--- src/rtl/uart_rx_ctrl.sv ---
// UART receiver: 2-flop sync, 16x oversampling, majority vote, one-byte holding register; UART_RX_PARITY_EN selects 8E1.
// Latency: rx_valid rises DIV*(16*9+10) cycles after start-edge detect (DIV*(16*10+10) with parity).
// Backpressure: none on the line; a byte finishing while rx_valid is unacked is dropped and flagged as overrun.
module uart_rx_ctrl #(
    parameter int CLK_FREQ = 100000000,
    parameter int BAUD     = 9600,
    parameter int DIV      = CLK_FREQ / (BAUD * 16)
) (
    input  logic       sysclk,
    input  logic       reset,
    input  logic       UART_RX,
    input  logic       rx_ack,
    output logic [7:0] rx_data,
    output logic       rx_valid,
    output logic       frame_err,
    output logic       overrun,
    output logic       parity_err
);

    localparam logic [2:0]  S_IDLE   = 3'd0;
    localparam logic [2:0]  S_START  = 3'd1;
    localparam logic [2:0]  S_DATA   = 3'd2;
`ifdef UART_RX_PARITY_EN
    localparam logic [2:0]  S_PARITY = 3'd3;
`endif
    localparam logic [2:0]  S_STOP   = 3'd4;
    localparam logic [15:0] TICK_MAX = 16'(DIV - 1);

    logic [1:0]  sync_q, sync_d;
    logic        rxs_prev_q, rxs_prev_d;
    logic [2:0]  state_q, state_d;
    logic [15:0] tick_cnt_q, tick_cnt_d;
    logic [3:0]  samp_q, samp_d;
    logic [1:0]  smp_q, smp_d;
    logic [2:0]  bit_idx_q, bit_idx_d;
    logic [7:0]  shift_q, shift_d;
    logic [7:0]  rx_data_q, rx_data_d;
    logic        rx_valid_q, rx_valid_d;
    logic        frame_err_q, frame_err_d;
    logic        overrun_q, overrun_d;
`ifdef UART_RX_PARITY_EN
    logic        par_bad_q, par_bad_d;
    logic        parity_err_q, parity_err_d;
`endif

    logic rxs, tick, decision;

    assign rxs      = sync_q[1];
    assign tick     = (state_q != S_IDLE) && (tick_cnt_q == TICK_MAX);
    // smp_q holds the tick-7 and tick-8 samples; rxs is the tick-9 sample
    assign decision = (smp_q[0] & smp_q[1]) | (smp_q[0] & rxs) | (smp_q[1] & rxs);

    always_comb begin
        sync_d       = {sync_q[0], UART_RX};
        rxs_prev_d   = rxs;
        state_d      = state_q;
        tick_cnt_d   = tick_cnt_q;
        samp_d       = samp_q;
        smp_d        = smp_q;
        bit_idx_d    = bit_idx_q;
        shift_d      = shift_q;
        rx_data_d    = rx_data_q;
        rx_valid_d   = rx_valid_q;
        frame_err_d  = frame_err_q;
        overrun_d    = overrun_q;
`ifdef UART_RX_PARITY_EN
        par_bad_d    = par_bad_q;
        parity_err_d = parity_err_q;
`endif

        if (rx_ack) begin
            rx_valid_d   = 1'b0;
            frame_err_d  = 1'b0;
            overrun_d    = 1'b0;
`ifdef UART_RX_PARITY_EN
            parity_err_d = 1'b0;
`endif
        end

        if (state_q == S_IDLE) begin
            tick_cnt_d = 16'd0;
        end else begin
            tick_cnt_d = tick ? 16'd0 : tick_cnt_q + 16'd1;
        end

        if (tick) begin
            samp_d = samp_q + 4'd1;
            if (samp_q == 4'd7) smp_d[0] = rxs;
            if (samp_q == 4'd8) smp_d[1] = rxs;
        end

        case (state_q)
            S_IDLE: begin
                samp_d = 4'd0;
                // A falling edge is required, so a line stuck low cannot restart frames
                if (rxs_prev_q && !rxs) state_d = S_START;
            end
            S_START: begin
                if (tick && samp_q == 4'd9 && decision) state_d = S_IDLE;
                if (tick && samp_q == 4'd15) begin
                    state_d   = S_DATA;
                    bit_idx_d = 3'd0;
                end
            end
            S_DATA: begin
                if (tick && samp_q == 4'd9) shift_d = {decision, shift_q[7:1]};
                if (tick && samp_q == 4'd15) begin
                    if (bit_idx_q == 3'd7) begin
`ifdef UART_RX_PARITY_EN
                        state_d = S_PARITY;
`else
                        state_d = S_STOP;
`endif
                    end else begin
                        bit_idx_d = bit_idx_q + 3'd1;
                    end
                end
            end
`ifdef UART_RX_PARITY_EN
            S_PARITY: begin
                if (tick && samp_q == 4'd9) par_bad_d = ^{decision, shift_q};
                if (tick && samp_q == 4'd15) state_d = S_STOP;
            end
`endif
            S_STOP: begin
                // Leave at mid-stop-bit so the next start edge is never missed
                if (tick && samp_q == 4'd9) begin
                    state_d = S_IDLE;
                    if (!decision) begin
                        frame_err_d = 1'b1;
`ifdef UART_RX_PARITY_EN
                    end else if (par_bad_q) begin
                        parity_err_d = 1'b1;
`endif
                    end else if (!rx_valid_q || rx_ack) begin
                        rx_data_d  = shift_q;
                        rx_valid_d = 1'b1;
                    end else begin
                        overrun_d = 1'b1;
                    end
                end
            end
            default: state_d = S_IDLE;
        endcase
    end

    always_ff @(posedge sysclk or negedge reset) begin
        if (!reset) begin
            sync_q       <= 2'b11;
            rxs_prev_q   <= 1'b1;
            state_q      <= S_IDLE;
            tick_cnt_q   <= 16'd0;
            samp_q       <= 4'd0;
            smp_q        <= 2'b00;
            bit_idx_q    <= 3'd0;
            shift_q      <= 8'h00;
            rx_data_q    <= 8'h00;
            rx_valid_q   <= 1'b0;
            frame_err_q  <= 1'b0;
            overrun_q    <= 1'b0;
`ifdef UART_RX_PARITY_EN
            par_bad_q    <= 1'b0;
            parity_err_q <= 1'b0;
`endif
        end else begin
            sync_q       <= sync_d;
            rxs_prev_q   <= rxs_prev_d;
            state_q      <= state_d;
            tick_cnt_q   <= tick_cnt_d;
            samp_q       <= samp_d;
            smp_q        <= smp_d;
            bit_idx_q    <= bit_idx_d;
            shift_q      <= shift_d;
            rx_data_q    <= rx_data_d;
            rx_valid_q   <= rx_valid_d;
            frame_err_q  <= frame_err_d;
            overrun_q    <= overrun_d;
`ifdef UART_RX_PARITY_EN
            par_bad_q    <= par_bad_d;
            parity_err_q <= parity_err_d;
`endif
        end
    end

    assign rx_data   = rx_data_q;
    assign rx_valid  = rx_valid_q;
    assign frame_err = frame_err_q;
    assign overrun   = overrun_q;
`ifdef UART_RX_PARITY_EN
    assign parity_err = parity_err_q;
`else
    assign parity_err = 1'b0;
`endif

endmodule

--- config.mk ---
export PLATFORM = sky130hd
export DESIGN_NAME = uart_rx_ctrl
export DESIGN_NICKNAME = d
export VERILOG_FILES = /design/src/rtl/uart_rx_ctrl.sv
export SDC_FILE = /design/constraint.sdc
export NUM_CORES = 1
export LEC_CHECK = 0
export CORE_MARGIN = 10
export CORE_UTILIZATION = 60
export CTS_BUF_LIST = sky130_fd_sc_hd__clkbuf_2 sky130_fd_sc_hd__clkbuf_4 sky130_fd_sc_hd__clkbuf_8
export CTS_CLUSTER_SIZE = 24
export DETAILED_ROUTE_END_ITERATION = 10
export PLACE_DENSITY_LB_ADDON = 0.2
export SLEW_MARGIN = 20
export SYNTH_ARGS = -nofsm -noshare
export SYNTH_HDL_FRONTEND = slang
export SYNTH_SLANG_ARGS = --single-unit
--- constraint.sdc ---
create_clock -name sysclk -period 2.2 [get_ports sysclk]
set_clock_uncertainty 0.05 [all_clocks]
set_input_delay 0.44 -clock sysclk [delete_from_list [all_inputs] [get_ports sysclk]]
set_output_delay 0.44 -clock sysclk [all_outputs]
set_load 0.01 [all_outputs]
==> impl_metrics.py, run 1 <==
metrics = {
    "setup_path": {
        "rrSetupSlack_ps": 150,
        "cp_cell_sequence": "nor3b_1 > and3_1 > o211a_1 > mux2_2",
        "critPathMaxStageDelay_ps": 510,
        "worst-r2r-cell-count": 4,
        "criticalPathCategory": "reg -> reg",
        "cp-start-kind": "flop",
        "cp-end-kind": "flop",
        "rr_startpoint": "state_q[2]$_DFFE_PN0P_",
        "cp_max_fo": 8,
        "worstPathRequired_ps": 2330,
        "cp.arrival_ps": 2180,
        "crit_slowest_cell": "dfrtp_1",
        "worstReg2RegEnd": "rx_data[6]$_DFFE_PN0P_",
    },
    "detailed_routing": {
        "drtAntennaViolNets": 0,
        "drt-vias-per-instance": 5.957,
        "num_vias": 1668,
        "drt_wl_total_microns": 4640,
        "wl_per_cell_microns": 16.57,
        "drc": 0,
        "dr.pass1.iters": 4,
        "initialDrtViolationCount": 95,
    },
    "synth": {
        "syn_nets": 224,
        "synth_compound_area_share_pct": 6.136,
        "synth_cell_types": 46,
        "ys_seq_area_share_pct": 52.16,
        "synthArstFlopShare_pct": 100.0,
        "ys.flop_type": "dfrtp_1",
        "ys_top_cells_by_area": "dfrtp_1 (49%), mux2_2 (8.9%), ha_1 (3.6%)",
        "synth-xor-area-share_pct": 3.276,
        "synth_edf_count": 0,
        "synth_mux_area_share_pct": 10.14,
        "synth-simple-area-share_pct": 19.66,
        "synth_cells": 213,
        "ys.warnings.count": 0,
        "synth_top_area_share_pct": 48.88,
        "yosysTopAreaCell": "dfrtp_1",
        "synth_top_family_by_area": "simple AND/OR/NAND/NOR gates",
        "synthAdderAreaFrac_pct": 4.056,
        "synth_area_sq_um": 2406,
        "synth_seq_cells": 50,
        "syn_area_per_cell_sq_um": 11.30,
    },
    "die": {
        "die_y_microns": 83.33,
        "core_area_sq_um": 3771,
        "io_pins": 16,
        "die_w_microns": 83.33,
        "dieArea_sq_um": 6943,
        "rows": 22,
        "start_util_pct": 63.80,
    },
    "timing": {
        "rsz0062_at_grt": "false",
        "period_share_pct": 92.99,
        "tns_ps": 0,
        "finalHoldViolations": 0,
        "drv_slew": 0,
        "worstMarginPinSlew_ps": 624.0,
        "setup-violations-final": 0,
        "fin_crit_ps": 2046,
        "max_freq_mhz": 488.8,
        "slew_headroom_pct": 58.40,
    },
    "cells_and_area": {
        "fillers": 260,
        "final_area_sq_um": 2693,
        "syn2layout_area_growth_pct": 11.91,
        "multi_input_area_sq_um": 1045,
        "fin_nets": 242,
        "diodes": 0,
        "drive_gt1_share_pct": 19.40,
        "seq_area_sq_um": 1255,
        "final_cell_mix": "dfrtp_1 (47), mux2_2 (19), nor2_1 (16)",
        "final_common_cell": "dfrtp_1",
    },
    "global_routing": {
        "grt_usage_pct": 13.89,
        "grt_pass1_wl_microns": 8093,
        "grt-ovfl-total": 0,
        "antenna_found_initial": 0,
        "grt_pass1_vias": 1731,
        "grt_max_degree": 27,
    },
    "flow_run": {
        "drv_cap": 0,
    },
    "cts": {
        "cts.sinks": 50,
        "hold_buffers": 0,
        "post-cts-setup-buffers": 0,
        "cts_resized": 0,
        "tritoncts": "yes",
        "insertion_delay_ps": 300,
        "cts-root-buf": "clkbuf_8",
        "cts.htree.levels": 2,
        "clk_path_buf_depth": 2,
        "clk_pin_slew_ps": 90,
        "cts_buffers": 5,
    },
    "placement": {
        "gp_congestion": 0.7754,
        "io_buffer_count": 14,
        "placed_area_sq_um": 2597,
        "dp_hpwl_microns": 3392,
    },
    "run_status": {
        "status": "complete, no violations",
    },
    "pwr": {
        "total_power_mw": 1.855,
        "vdd_drop_max_mv": 0.7305,
        "power.density_nw_per_um2": 688.9,
        "p_leak_nw": 1.211,
    },
    "worst_hold_path": {
        "hp-class": "in -> async",
    },
}
## Yosys cell counts (3+ instances only)
library cell	count
a21oi_1	11
dfrtp_1	47
nand3_1	6
nand2_1	14
buf_2	3
o21ai_0	9
or3_1	6
nor3_1	3
xor2_1	4
nor2b_1	3
nand4_1	5
and3_1	3
nor2_1	16
mux2i_1	3
ha_1	7
xnor2_1	5
dfstp_2	3
mux2_2	19
inv_1	14
## how the worst max path moves through the flow
stage | startpoint | end | slack (ps) | depth (start not counted)
finish | state_q[2]$_DFFE_PN0P_ | rx_data[6]$_DFFE_PN0P_ | 150 | 4
global route | tick_cnt_q[0]$_DFF_PN0_ | bit_idx_q[0]$_DFFE_PN0P_ | 20 | 6
CTS | tick_cnt_q[0]$_DFF_PN0_ | bit_idx_q[0]$_DFFE_PN0P_ | 160 | 6
detailed placement | tick_cnt_q[0]$_DFF_PN0_ | bit_idx_q[0]$_DFFE_PN0P_ | 160 | 6
global placement | tick_cnt_q[0]$_DFF_PN0_ | bit_idx_q[0]$_DFFE_PN0P_ | 240 | 6
floorplan | tick_cnt_q[0]$_DFF_PN0_ | rx_data[0]$_DFFE_PN0P_ | 230 | 8
## cells by family after synthesis
kind of cell	after synthesis
AOI/OAI and AO/OA	26
xor gates and xnor gates	9
adders and majority gates	8
buffers and inverters	22
DFF	50
muxes	22
other	1
and+or+nand+nor	75
## layout make-up
cell class	instances	share of cell area (%)
clock buffer	6	3.067
clock inverter	2	0.4647
inverter	14	1.952
multi-input combinational	141	38.80
sequential	50	46.61
tap	48	2.230
timing repair buffer	19	6.877
## routing by layer
metal / routed length, microns / share of wire [%] / vias up / GRT usage (%)
met4: 102 / 2.2 / 0 / 5.077
met5: 0 / 0 / - / 0
met3: 215 / 4.6 / 13 / 4.590
li1: - / - / 781 / -
met2: 2405 / 52 / 42 / 23.60
met1: 1916 / 41 / 832 / 15.75
## state kept, by name (all words and copies together), names as in the netlist
signal,flops
bit_idx_q,3
frame_err,1
overrun,1
rx_data,8
rx_valid,1
rxs_prev_q,1
samp_q,4
shift_q,8
smp_q,2
state_q,3
sync_q,2
tick_cnt_q,16
## where the power goes
| group | leakage, nW | internal, mW | switching, mW |
|---|---|---|---|
| Sequential | 0.670 | 0.987 | 0.0925 |
| Combinational | 0.494 | 0.116 | 0.115 |
| Clock | 0.0472 | 0.253 | 0.292 |
| Total | 1.21 | 1.36 | 0.500 |
## metrics by stage
| step | instances | hold WS [ps] | setup WS, ps | util, % |
|---|---|---|---|---|
| global placement | 272 | 296.3 | 237.7 | 68.88 |
| detailed placement | 272 | 297.2 | 162.5 | 68.88 |
| global route | 280 | 132.1 | 22.01 | 71.40 |
| floorplan | 213 | 94.41 | 234.3 | - |
| CTS | 280 | 111.4 | 157.3 | 71.40 |
| finish | 280 | 98.57 | 154.2 | 71.40 |
## worst max-delay path: cells and delay by family (launching register included)
| kind | cells | cell delay, ps |
|---|---|---|
| simple gates | 2 | 600 |
| compound gates | 1 | 380 |
| flops | 1 | 510 |
| mux | 1 | 390 |
No activity file was read; power rests on OpenSTA's default activity.
==> inputs of run 2 (changes only) <==
- CORE_MARGIN: 10 -> 2
==> run 2 against run 1 <==
  * Clock-buffer cell count down 1
  * Sequential cell count did not move
  * Via count down 0.96%
  * Cell count up 1.4%
  * Largest power group unchanged
==> impl_metrics.py, run 2 (synthesized netlist as in run 1, its figures left out) <==
metrics = {
    "die": {
        "start_util_pct": 61.03,
        "die_w_microns": 67.33,
        "dieArea_sq_um": 4533,
        "io_pins": 16,
        "rows": 23,
        "die_y_microns": 67.33,
        "core_area_sq_um": 3943,
    },
    "pwr": {
        "vdd_drop_max_mv": 0.7844,
        "power.density_nw_per_um2": 723.1,
        "p_leak_nw": 1.229,
    },
    "setup_path": {
        "cp.arrival_ps": 2210,
        "cp-start-kind": "flop",
        "cp-end-kind": "flop",
        "critPathMaxStageDelay_ps": 430,
        "worstPathRequired_ps": 2340,
        "cp_cell_sequence": "inv_1 > ha_1 > nor4b_4 > and4_2 > o211a_1 > mux2_2",
        "crit_slowest_cell": "dfrtp_1",
        "criticalPathCategory": "reg -> reg",
        "cp_max_fo": 8,
    },
    "detailed_routing": {
        "dr.pass1.iters": 5,
        "drtAntennaViolNets": 0,
        "drt_wl_total_microns": 4189,
        "initialDrtViolationCount": 74,
        "num_vias": 1652,
        "wl_per_cell_microns": 14.75,
        "drt-vias-per-instance": 5.817,
        "drc": 0,
    },
    "timing": {
        "tns_ps": 0,
        "holdWs_ps": 99.43,
        "slew_headroom_pct": 58.35,
        "setup-violations-final": 0,
        "finalHoldViolations": 0,
        "max_freq_mhz": 481.6,
        "drv_slew": 0,
        "period_share_pct": 94.38,
        "fin_crit_ps": 2076,
        "rsz0062_at_grt": "false",
        "worstMarginPinSlew_ps": 624.8,
    },
    "cts": {
        "cts-root-buf": "clkbuf_8",
        "cts_buffers": 5,
        "cts.htree.levels": 2,
        "clk_path_buf_depth": 2,
        "clk_pin_slew_ps": 90,
        "tritoncts": "yes",
        "post-cts-setup-buffers": 0,
        "cts.sinks": 50,
        "insertion_delay_ps": 300,
    },
    "global_routing": {
        "grt_pass1_wl_microns": 7107,
        "antenna_found_initial": 0,
        "grt_pass1_vias": 1554,
        "grt_usage_pct": 20.95,
        "grt-ovfl-total": 0,
        "grt_max_degree": 30,
    },
    "cells_and_area": {
        "fin_nets": 244,
        "multi_input_area_sq_um": 1054,
        "diodes": 0,
        "largest_register_ffs": 16,
        "final_core_util_pct": 69.18,
        "syn2layout_area_growth_pct": 13.36,
        "final_cell_mix": "dfrtp_1 (47), mux2_2 (19), nor2_1 (16)",
        "final_area_sq_um": 2728,
        "fillers": 289,
        "seq_area_sq_um": 1255,
        "final_common_cell": "dfrtp_1",
        "drive_gt1_share_pct": 20.09,
        "regMostFlops": "tick_cnt_q",
    },
    "placement": {
        "gp_congestion": 0.8224,
        "placed_area_sq_um": 2603,
        "dp_hpwl_microns": 3162,
        "io_buffer_count": 14,
    },
    "run_status": {
        "status": "complete, no violations",
    },
    "worst_hold_path": {
        "hp-class": "in -> async",
    },
    "flow_run": {
        "drv_cap": 0,
    },
}
-- run 2: cell count changes in the layout (fill, tap and decap cells not counted), sizes merged --
cell	delta
buf	+2
inv	+2
bufinv	+1
clkbuf	-1
clkinv	-1
clkinvlp	-1
-- run 2: metal layers --
metal  global-route usage (%)  part of all wire [%]  vias to the layer above
met3                    4.500                   2.6                        6
met2                    35.27                    52                       40
li1                         -                     -                      785
met1                    27.35                    45                      821
met4                    6.122                  0.74                        0
met5                        0                     0                        -
-- run 2: stage by stage --
stage | std cells | setup slack (ps) | power (mW)
after floorplan | 213 | 234.3 | 1.252
after global placement | 276 | 222.9 | 1.307
after detailed placement | 276 | 109.2 | 1.335
after CTS | 284 | 105.3 | 1.995
after global routing | 284 | 46.26 | 2.071
final | 284 | 123.5 | 1.972
-- run 2: cell type report --
class | instances | area share (%)
timing repair buffer | 21 | 6.881
tap | 50 | 2.294
clock buffer | 5 | 2.523
multi-input combinational | 141 | 38.62
inverter | 14 | 1.927
clock inverter | 3 | 1.743
sequential | 50 | 46.01
-- run 2: worst paths after layout --
kind | start | end | slack, ps | depth (start not counted)
max | tick_cnt_q[0]$_DFF_PN0_ | rx_data[2]$_DFFE_PN0P_ | 120 | 6
min | reset | tick_cnt_q[15]$_DFF_PN0_ | 100 | 1
max reg2reg | tick_cnt_q[0]$_DFF_PN0_ | rx_data[2]$_DFFE_PN0P_ | 120 | 6
min reg2reg | sync_q[0]$_DFF_PN1_ | sync_q[1]$_DFF_PN1_ | 310 | 0
max in group asynchronous | reset | samp_q[0]$_DFFE_PN0P_ | 1380 | 2
min in group sysclk | sync_q[0]$_DFF_PN1_ | sync_q[1]$_DFF_PN1_ | 310 | 0
-- run 2: what timing repair did --
| item | in CTS | in global routing |
|---|---|---|
| setup endpoints to repair | 0 | 2 |
| resized for setup | 0 | 1 |
| hold buffers | 0 | 0 |
-- run 2: worst max-delay path: cells and delay by family, from the launching register on --
| family | cells | cell delay [ps] |
|---|---|---|
| simple gates | 2 | 540 |
| mux | 1 | 380 |
| buf+inv | 1 | 70 |
| flops | 1 | 430 |
| compound gates | 1 | 350 |
| fa+ha+maj | 1 | 150 |
-- run 2: report_power, final --
group | total [mW] | internal (mW) | switching [mW] | leakage [nW]
sequential | 1.08 | 0.986 | 0.0957 | 0.670
clock | 0.654 | 0.347 | 0.307 | 0.0591
combinational | 0.237 | 0.115 | 0.121 | 0.500
total | 1.97 | 1.45 | 0.524 | 1.23
